**src/rtl/matrix_scan_ctrl.sv**
```systemverilog
// rtl/matrix_scan_ctrl.sv - 8x8 LED matrix column-scan sequencer with blanking and 4-bit PWM (option: ROW_ACTIVE_LOW_EN)
module matrix_scan_ctrl #(
    parameter int BLANK_CYCLES = 4,
    parameter int PWM_STEP     = 16
) (
    input  logic       clk,
    input  logic       rst,
    input  logic       en,
    input  logic [3:0] brightness,
    input  logic [7:0] fb_data,
    output logic [2:0] fb_col,
    output logic [2:0] col_counter,
    output logic       col_en,
    output logic [7:0] row_out,
    output logic       frame_done
);

    localparam int DWELL = 16 * PWM_STEP;
    localparam int DW    = $clog2(DWELL);

`ifdef ROW_ACTIVE_LOW_EN
    localparam logic [7:0] ROW_BLANK = 8'hFF;
`else
    localparam logic [7:0] ROW_BLANK = 8'h00;
`endif

    typedef enum logic [1:0] {IDLE, BLANK, LOAD, DISPLAY} state_t;

    state_t        state;
    logic [7:0]    blank_cnt;
    logic [DW-1:0] dwell_cnt;
    logic [3:0]    bright_q;
    logic [7:0]    row_q;
    logic [2:0]    col_q;
    logic          frame_q;
    logic [DW-1:0] on_cycles;
    logic          dwell_last;

    // On-time is a prefix of the dwell window, so the strobe only ever falls once per column
    assign on_cycles  = DW'(bright_q) * DW'(PWM_STEP);
    assign dwell_last = (dwell_cnt == DW'(DWELL - 1));
    assign col_en     = (state == DISPLAY) && (dwell_cnt < on_cycles);

`ifdef ROW_ACTIVE_LOW_EN
    assign row_out = col_en ? ~row_q : ROW_BLANK;
`else
    assign row_out = col_en ? row_q : ROW_BLANK;
`endif

    assign fb_col      = col_q;
    assign col_counter = col_q;
    assign frame_done  = frame_q;

    // Scan sequencer: blank, load the column pattern, then PWM dwell; column advances only while dark
    always_ff @(posedge clk or posedge rst) begin
        if (rst) begin
            state     <= IDLE;
            blank_cnt <= 8'd0;
            dwell_cnt <= '0;
            bright_q  <= 4'd0;
            row_q     <= 8'h00;
            col_q     <= 3'd0;
            frame_q   <= 1'b0;
        end else begin
            frame_q <= 1'b0;
            if (!en) begin
                state     <= IDLE;
                col_q     <= 3'd0;
                blank_cnt <= 8'd0;
                dwell_cnt <= '0;
            end else begin
                case (state)
                    IDLE: begin
                        state     <= BLANK;
                        blank_cnt <= 8'd0;
                        col_q     <= 3'd0;
                    end
                    BLANK: begin
                        if (blank_cnt == 8'(BLANK_CYCLES - 1)) begin
                            state     <= LOAD;
                            blank_cnt <= 8'd0;
                        end else begin
                            blank_cnt <= blank_cnt + 8'd1;
                        end
                    end
                    LOAD: begin
                        row_q     <= fb_data;
                        bright_q  <= brightness;
                        dwell_cnt <= '0;
                        state     <= DISPLAY;
                    end
                    DISPLAY: begin
                        if (dwell_last) begin
                            dwell_cnt <= '0;
                            blank_cnt <= 8'd0;
                            col_q     <= col_q + 3'd1;
                            state     <= BLANK;
                            if (col_q == 3'd7) begin
                                frame_q <= 1'b1;
                            end
                        end else begin
                            dwell_cnt <= dwell_cnt + DW'(1);
                        end
                    end
                    default: state <= IDLE;
                endcase
            end
        end
    end

endmodule

```
**config.mk**
```make
export PLATFORM = sky130hd
export DESIGN_NAME = matrix_scan_ctrl
export DESIGN_NICKNAME = d
export VERILOG_FILES = /design/src/rtl/matrix_scan_ctrl.sv
export SDC_FILE = /design/constraint.sdc
export NUM_CORES = 1
export LEC_CHECK = 0
export ABC_AREA = 1
export CAP_MARGIN = 10
export CORE_ASPECT_RATIO = 1.1
export CORE_MARGIN = 4
export CORE_UTILIZATION = 53
export CTS_CLUSTER_DIAMETER = 100
export CTS_CLUSTER_SIZE = 28
export DETAILED_ROUTE_END_ITERATION = 6
export PLACE_DENSITY = 0.77
export SYNTH_ARGS = -nofsm -noshare
export SYNTH_HDL_FRONTEND = slang
export SYNTH_SLANG_ARGS = --single-unit
```
**constraint.sdc**
```tcl
create_clock -name clk -period 2.2 [get_ports clk]
set_clock_uncertainty 0.2 [all_clocks]
set_input_delay 0.22 -clock clk [delete_from_list [all_inputs] [get_ports clk]]
set_output_delay 0.22 -clock clk [all_outputs]
set_load 0.03 [all_outputs]
```
# Word-level counts from Yosys, hierarchy flattened
# Index checks and enable logic that the tools add are counted.
[word_totals]
word_cells = 47
in_bits = 15
regBits = 34
[classes]
n_reduce_logical = 6
n_eq_ne = 11
magnitude_cmp = 1
muxes = 19
add_sub_neg = 3
[ops]
columns = ["op", "n"]
rows = [
  ["2-to-1 mux 8 bit", 6],
  ["one-hot mux 8 bit (3 select lines)", 1],
  ["adder 8 x 1 -> 8 bit (second input constant)", 2],
  ["one-hot mux 8 bit (2 select lines)", 1],
  ["equality test 8 x 2 -> 1 bit (second input constant)", 1],
  ["equality test 8 bit (second input constant)", 1],
  ["< comparator 8 bit", 1],
  ["one-hot mux 2 bit (4 select lines)", 1],
  ["AND reduction 2 bit", 4],
  ["2-to-1 mux 2 bit", 3],
  ["2-to-1 mux 3 bit", 2],
  ["inequality test 3 x 1 -> 1 bit (second input constant)", 2],
  ["inequality test 3 bit (second input constant)", 2],
  ["one-hot mux 3 bit (2 select lines)", 1],
  ["equality test 2 bit (second input constant)", 2],
  ["2-to-1 mux 1 bit", 4],
  ["inequality test 4 x 1 -> 1 bit (second input constant)", 1],
  ["adder 3 x 1 -> 3 bit (second input constant)", 1],
  ["equality test 3 bit (second input constant)", 1],
  ["equality test 2 x 1 -> 1 bit (second input constant)", 1],
  ["zero test 2 bit", 1],
  ["logical AND 1 bit", 1],
]

# Depth between registers and ports, before layout
# Gate-level depths: netlist of run 1.
[logic_depth]
ltp_word = 5
mapped_depth = 9
mapped_depth_nobuf = 9

# Worst setup path before layout of run 1
# Ideal clock, no wire load.
[synth_timing]
path_kind = "flip-flop to output port"
startpoint = "reg dwell_cnt[5]"
endpoint = "out row_out[0]"
arrival_time_ns = 1.484
stages_incl_launch_ff = 7
slack_ns = 0.296
path_cell_list = "dfrtp_1 > ha_1 > o21ai_0 > nand2_1 > nand3_1 > nand3_1 > nor2_1"
[synth_between]
elab_chain_cells = 3
[synth_rtl]
columns = ["element", "line", "rtl"]
rows = [
  ["from (decl)", "31", "logic [DW-1:0] dwell_cnt;"],
  ["from (signal assigned)", "102", "dwell_cnt <= dwell_cnt + DW'(1);"],
  ["< comparator 8 bit", "42", "assign col_en = (state == DISPLAY) && (dwell_cnt < on_cycles);"],
  ["logical AND 1 bit", "42", ""],
  ["2-to-1 mux 8 bit", "47", "assign row_out = col_en ? row_q : ROW_BLANK;"],
  ["to (decl)", "14", "output logic [7:0] row_out,"],
]
# No other way between the ends.

# Final worst setup path of run 1
[layout_timing]
startpoint = "reg bright_q[3]"
endpoint = "out row_out[1]"
[layout_between]
elab_chain_cells = 3
[layout_rtl]
columns = ["element", "line", "rtl"]
rows = [
  ["from (decl)", "32", "logic [3:0] bright_q;"],
  ["from (signal assigned)", "88", "bright_q <= brightness;"],
  ["< comparator 8 bit", "42", ""],
  ["logical AND 1 bit", "42", ""],
  ["2-to-1 mux 8 bit", "47", ""],
]
# No other way between the ends.

==> results of run 1 <==
cell type report:
type	count	area (µm²)	share of cell area
clock inverters	1	5.005	0.002052
flip-flops and latches	34	850.8	0.3489
inverters	36	136.4	0.05593
well taps	48	60.06	0.02463
repair buffers	33	334.1	0.1370
clock buffers	7	55.05	0.02258
multi-input cells	170	997.2	0.4089
repair_timing:
| action | CTS | global route |
|---|---|---|
| endpoints found under the setup margin | 9 | 9 |
| buffers inserted | 0 | 0 |
| pin swaps | 0 | 1 |
| gates cloned | 0 | 1 |
| gates resized for setup | 2 | 28 |
synth_stat cells (all sizes together):
cell type and instances:
a22o 1, nand2 68, o31ai 1, nand3 8, nand4 5, nor3 2
nand3b 1, a31oi 1, nor2 39, a21oi 14, buf 6, dfrtp 34
o21bai 1, inv 35, ha 12, xor2 3, clkinv 1, a21boi 1
or2 2, o21ai 10
logic make-up after synthesis:
family,after synthesis,synth area share
buf+inv,42,0.09126
compound gates,29,0.08350
xor+xnor,3,0.01359
flops,34,0.4401
fa+ha+maj,12,0.07767
simple gates,125,0.2939
per-stage QoR:
| stage | utilization | hold slack, ns | power (mW) |
|---|---|---|---|
| 2_1_floorplan | - | 0.1616 | 1.293 |
| 3_3_place_gp | 0.6602 | 0.2652 | 1.458 |
| 3_5_place_dp | 0.6602 | 0.2686 | 1.471 |
| 4_1_cts | 0.6815 | 0.07619 | 1.843 |
| 5_1_grt | 0.7144 | 0.1136 | 2.070 |
| 6_report | 0.7144 | 0.07143 | 1.921 |
per-layer routing:
metal | global-route usage | up-vias | share of wire
li1 | - | 835 | -
met1 | 0.2296 | 713 | 0.46
met2 | 0.2632 | 40 | 0.47
met3 | 0.05643 | 6 | 0.063
met4 | 0.06221 | 0 | 0.014
met5 | 0 | - | 0
worst max-delay path, delay by kind of cell, from the launching register on:
kind | cells | cell delay, ns
AO/OA/AOI/OAI | 1 | 0.21
adder cells (fa/ha/maj) | 1 | 0.30
buffers and inverters | 2 | 0.21
flip-flops | 1 | 0.38
AND/OR/NAND/NOR | 2 | 0.30
power breakdown:
group	internal, mW	total, mW	switching, mW
clock	0.155	0.359	0.205
combinational	0.277	0.749	0.473
sequential	0.753	0.813	0.0597
registers in the layout (all words and copies together) (netlist names):
register	flops
bright_q	4
row_q	8
frame_done	1
state	2
blank_cnt	8
col_counter	3
dwell_cnt	8
how the worst min path moves through the flow:
stage / startpoint / to / slack (ns) / depth (start not counted)
3_3_place_gp: blank_cnt[7] / blank_cnt[7] / 0.27 / 2
6_report: rst / dwell_cnt[2] / 0.07 / 3
5_1_grt: rst / dwell_cnt[4] / 0.11 / 3
2_1_floorplan: rst / blank_cnt[0] / 0.16 / 1
4_1_cts: rst / blank_cnt[7] / 0.08 / 3
3_5_place_dp: blank_cnt[7] / blank_cnt[7] / 0.27 / 2
==> impl_results.md, run 1 <==
* Status: completed
* TritonRoute pass-1 iters at 5
* HPWL after detailed placement at 2.636 mm
* Placed cell area at 0.002253 mm²
* Minimum clock period at about 2.2 ns
* Synthesized area at 0.001933 mm²
* Final GP Congestion at 0.8054
* Critical R2R Capture: blank_cnt[2]
* Pre-CTS setup slack at between 0.2 and 0.3 ns
* Die Ht at 71.34 µm
* Power per standard cell area at a little under 800 mW/mm²
* Placed Cells at between 300 and 400
* Worst slew pin tran at 0.4280 ns
* Final #Nets at 307
* Largest net degree at the start of global routing at 35
* Seq/Total Area, Yosys at 0.4401
* DR vias/cell at 4.845
* Largest stage delay, worst path at between 0.3 and 0.4 ns
* Clock Path Buffers at 2
* Setup-failing EPs final at 0
* CTS tree: done
* Post-Layout Cell Count at roughly 330
* Critical-path maximum fanout at 5
* Final hold violation count at 0
* Max cap viols at 0
* Top post-synthesis cells by area: dfrtp_1, nand2_1, ha_1
* Worst-Skew Late Latency at approximately 0.34 ns
* Routed Antenna Nets at 0
* Design Area, Final at between 0.002 and 0.0025 mm²
* Starting density of the core at 0.5663
* I/O Buffers at 30
* Die X at roughly 66 µm
* Total track usage at 0.1726
* Clock sink total at 34
* Commonest non-fill, non-tap cells in the layout: nand2_1, dfrtp_1, inv_1
* RSZ-0062 raised after global routing: yes
* Worst vdd rail ir drop at around 0.36 mV
* First-pass GRT wire length at 6.375 mm
* Worst-path clk slew at 0.10 ns
* Post-synth top area cell: dfrtp_1
* Final setup TNS at 0 ns
* Cts hold-fix bufs at 0
* Vias at 1594
* Share of cells above drive strength 1 at 0.1673
* Routed len/inst at 11.47 µm
* Critical Path Source: bright_q[3]
* CP Capture Point: row_out[1]
* Final Max Tran Viols at 0
* Worst setup EP type: primary output
* Hold Path Class: input port to async pin
* Initial antenna violation count at 0
* FF-to-FF setup slack at 0.37 ns
* Most common cell after layout, fill and taps aside: nand2_1
* Slowest CP cell: dfrtp_1
* Syn_nets at 272
* Synth Warn # at 0
* Root buf cell: clkbuf_4
* Synth Register Bits at 34
* Final Cycle Share at 0.9816
* Number of distinct library cells after synthesis at 28
* Die ar. at about 0.0047 mm²
* Worst R2R Path Depth at 7
* Yosys top cell area share at 0.4401
* Syn Area/Cell at roughly 7.9 µm²
* Clock buffer count from CTS at 5
* Filler cells at between 300 and 400
* CP Data Arrival Time at 1.74 ns
* Vias in the first global route at 1497
* Kind of critical path: register to primary output
* P_leak at about 1.2 nW
* Antenna Cells at 0
* Worst setup margin at 0.04053 ns
* Worst EP required at about 1.8 ns
* Reg2reg start: state[0]
* FMAX at 463.1 MHz
* Crit start category: register
* DR iter-0 viols at 56
* I/O pins at 31
* Crit-path cells: inv_1, ha_2, a21oi_4, nand3_4, nor2_2, buf_6
* Rel. slew slack at 0.7147
* # H-tree levels at 2
* Syn Inst Count at 245
* DRT Wirelength at about 3.8 mm
* Core Region at ~0.0034 mm²
* Area grow syn2layout at 26.15%
* Drc violations at 0
* Num rows at 22
* Total grt overflow at 0
Power figures use the tool's default switching activity.
==> inputs of run 2 (changes only) <==
--- a/config.mk
+++ b/config.mk
@@ -9,11 +9,11 @@
 export CAP_MARGIN = 10
 export CORE_ASPECT_RATIO = 1.1
 export CORE_MARGIN = 4
-export CORE_UTILIZATION = 53
+export CORE_UTILIZATION = 35
 export CTS_CLUSTER_DIAMETER = 100
 export CTS_CLUSTER_SIZE = 28
 export DETAILED_ROUTE_END_ITERATION = 6
-export PLACE_DENSITY = 0.77
+export PLACE_DENSITY = 0.54
 export SYNTH_ARGS = -nofsm -noshare
 export SYNTH_HDL_FRONTEND = slang
 export SYNTH_SLANG_ARGS = --single-unit
==> run 2 against run 1 <==
Utilization decreased by 26 points; non-clock buffer count grew 1; fmax up 3.5%; sequential share of layout area grew 0.38 points; routed wire length rose by 3.5%; critical path depth decreased by 1; global-route usage is 4.4 points lower.
==> impl_results.md, run 2 (synthesized netlist as in run 1, its figures left out) <==
* Total grt overflow at 0 (unchanged)
* Final hold violation count at 0 (unchanged)
* Final Cycle Share at 0.9483 (was 0.9816)
* TritonRoute pass-1 iters at 4 (was 5)
* Clock power frac at 0.226 (was 0.187)
* CTS tree: done (unchanged)
* Initial antenna violation count at 0 (unchanged)
* Final #Nets at 308 (was 307)
* Vias at 1569 (was 1594)
* Design Area, Final at 0.002412 mm² (was 0.002439 mm²)
* Area of the multi-input gates at 944.7 µm² (was 997.2 µm²)
* Max cap viols at 0 (unchanged)
* Routed len/inst at 10.97 µm (was 11.47 µm)
* Filler cells at 575 (was 302)
* DRT Wirelength at 3.904 mm (was 3.772 mm)
* Reg power frac at 0.425 (was 0.423)
* Worst EP required at 1.78 ns (about the same)
* Final core area utilization at 0.4500 (was 0.7144)
* Worst vdd rail ir drop at 0.2504 mV (was 0.3591 mV)
* Final GP Congestion at 0.7830 (was 0.8054)
* Worst-Skew Late Latency at 0.28 ns (was 0.34 ns)
* Core Region at 0.005360 mm² (was 0.003413 mm²)
* Crit start category: register (unchanged)
* Rel. slew slack at 0.7311 (was 0.7147)
* Comb pwr share at 0.349 (was 0.390)
* Placed cell area at 0.002295 mm² (was 0.002253 mm²)
* FMAX at 479.3 MHz (was 463.1 MHz)
* DR iter-0 viols at 33 (was 56)
* Register Area at 850.8 µm² (unchanged)
* First-pass GRT wire length at 6.969 mm (was 6.375 mm)
* Final Max Tran Viols at 0 (unchanged)
* Critical-path maximum fanout at 5 (unchanged)
* Total track usage at 0.1282 (was 0.1726)
* Final setup TNS at 0 ns (unchanged)
* Largest stage delay, worst path at 0.40 ns (was 0.38 ns)
* DR vias/cell at 4.407 (was 4.845)
* Internal power at 1.210 mW (was 1.184 mW)
* I/O Buffers at 30 (unchanged)
* Largest registers: blank_cnt (8), dwell_cnt (8), row_q (8) (unchanged)
* Clock buffer count from CTS at 5 (unchanged)
* Worst slew pin tran at 0.4029 ns (was 0.4280 ns)
* P_leak at 1.223 nW (was 1.211 nW)
* Drc violations at 0 (unchanged)
* Commonest non-fill, non-tap cells in the layout: nand2_1, nor2_1, inv_1, dfrtp_1, clkdlybuf4s50_1 (was nand2_1, dfrtp_1, inv_1)
* Hold Path Class: input port to async pin (unchanged)
* Setup-failing EPs final at 0 (unchanged)
* Share of cells above drive strength 1 at 0.1352 (was 0.1673)
* Slowest CP cell: dfrtp_1 (unchanged)
* Sw Share at 0.3665 (was 0.3835)
* Crit-path cells: ha_1, a21oi_4, nand3_4, nor2_1, buf_4 (was inv_1, ha_2, a21oi_4, nand3_4, nor2_2, buf_6)
* Routed Antenna Nets at 0 (unchanged)
* Status: completed (unchanged)
* Minimum clock period at 2.086 ns (was 2.159 ns)
* Num rows at 28 (was 22)
* Antenna Cells at 0 (unchanged)
* Worst setup EP type: primary output (unchanged)
* RSZ-0062 raised after global routing: no (was yes)
* Die ar. at 0.006778 mm² (was 0.004678 mm²)
* Starting density of the core at 0.3606 (was 0.5663)
* Power per standard cell area at 792.0 mW/mm² (was 787.9 mW/mm²)
* Worst-path clk slew at 0.07 ns (was 0.10 ns)
* Clock Path Buffers at 2 (unchanged)
* # H-tree levels at 2 (unchanged)
* Post-CTS Repair Setup Buffers at 0 (unchanged)
* Die X at 78.86 µm (was 65.58 µm)
* Most common cell after layout, fill and taps aside: nand2_1 (unchanged)
* Root buf cell: clkbuf_8 (was clkbuf_4)
* Vias in the first global route at 1544 (was 1497)
* CP Data Arrival Time at 1.67 ns (was 1.74 ns)
* Largest net degree at the start of global routing at 25 (was 35)
* HPWL after detailed placement at 2.867 mm (was 2.636 mm)
* Cts hold-fix bufs at 0 (unchanged)
* Psw at 0.7001 mW (was 0.7369 mW)
* I/O pins at 31 (unchanged)
* Area grow syn2layout at 24.79% (was 26.15%)
* Die Ht at 85.95 µm (was 71.34 µm)
* Kind of critical path: register to primary output (unchanged)
* Clock sink total at 34 (unchanged)
==> run 2: layout make-up <==
type,instances,area share
clock buffers,5,0.02853
clock inverters,2,0.004149
inverters,36,0.05654
multi-input cells,170,0.3916
flip-flops and latches,34,0.3527
well taps,75,0.03890
repair buffers,34,0.1276
==> run 2: repair_timing <==
action,CTS,global route
gates cloned,0,1
setup endpoints to repair,8,9
resized for setup,1,4
==> run 2: layer usage <==
layer	GRT usage	up-vias	part of all wire	routed length, µm
met2	0.2008	40	0.42	1657
li1	-	833	-	-
met1	0.1681	691	0.50	1950
met4	0.04219	0	0.015	57
met5	0	-	0	0
met3	0.04097	5	0.061	239
==> run 2: power by group through the flow <==
stage	Sequential, mW	Combinational (mW)	Clock [mW]
after global routing	0.829	0.770	0.486
final	0.812	0.667	0.431
after global placement	0.820	0.652	0
after CTS	0.813	0.660	0.459
after floorplan	0.810	0.482	0
after detailed placement	0.824	0.656	0
==> run 2: per-stage QoR <==
stage               power [mW]  hold WS, ns  instances  worst slack, ns
floorplan                1.293       0.1616        245           0.2964
global placement         1.473       0.2686        348           0.2879
detailed placement       1.480       0.2744        348           0.2389
CTS                      1.932      0.03681        355          0.04299
global route             2.085      0.04468        356         0.006148
finish                   1.910      0.01992        356           0.1138
==> run 2: worst paths after layout <==
kind,from,endpoint,slack [ns],cells after the start
max reg2reg,state[0],dwell_cnt[3],0.37,7
min in group clk,blank_cnt[7],blank_cnt[7],0.29,2
max,dwell_cnt[7],row_out[0],0.11,5
max in group asynchronous,rst,dwell_cnt[3],1.25,3
min,rst,row_q[3],0.02,2
min reg2reg,blank_cnt[7],blank_cnt[7],0.29,2
==> run 2: worst max-delay path: cells and delay by family (launching register included) <==
kind | cells | cell delay, ns
simple gates | 2 | 0.25
flops | 1 | 0.40
compound gates | 1 | 0.21
fa+ha+maj | 1 | 0.36
buf+inv | 1 | 0.17
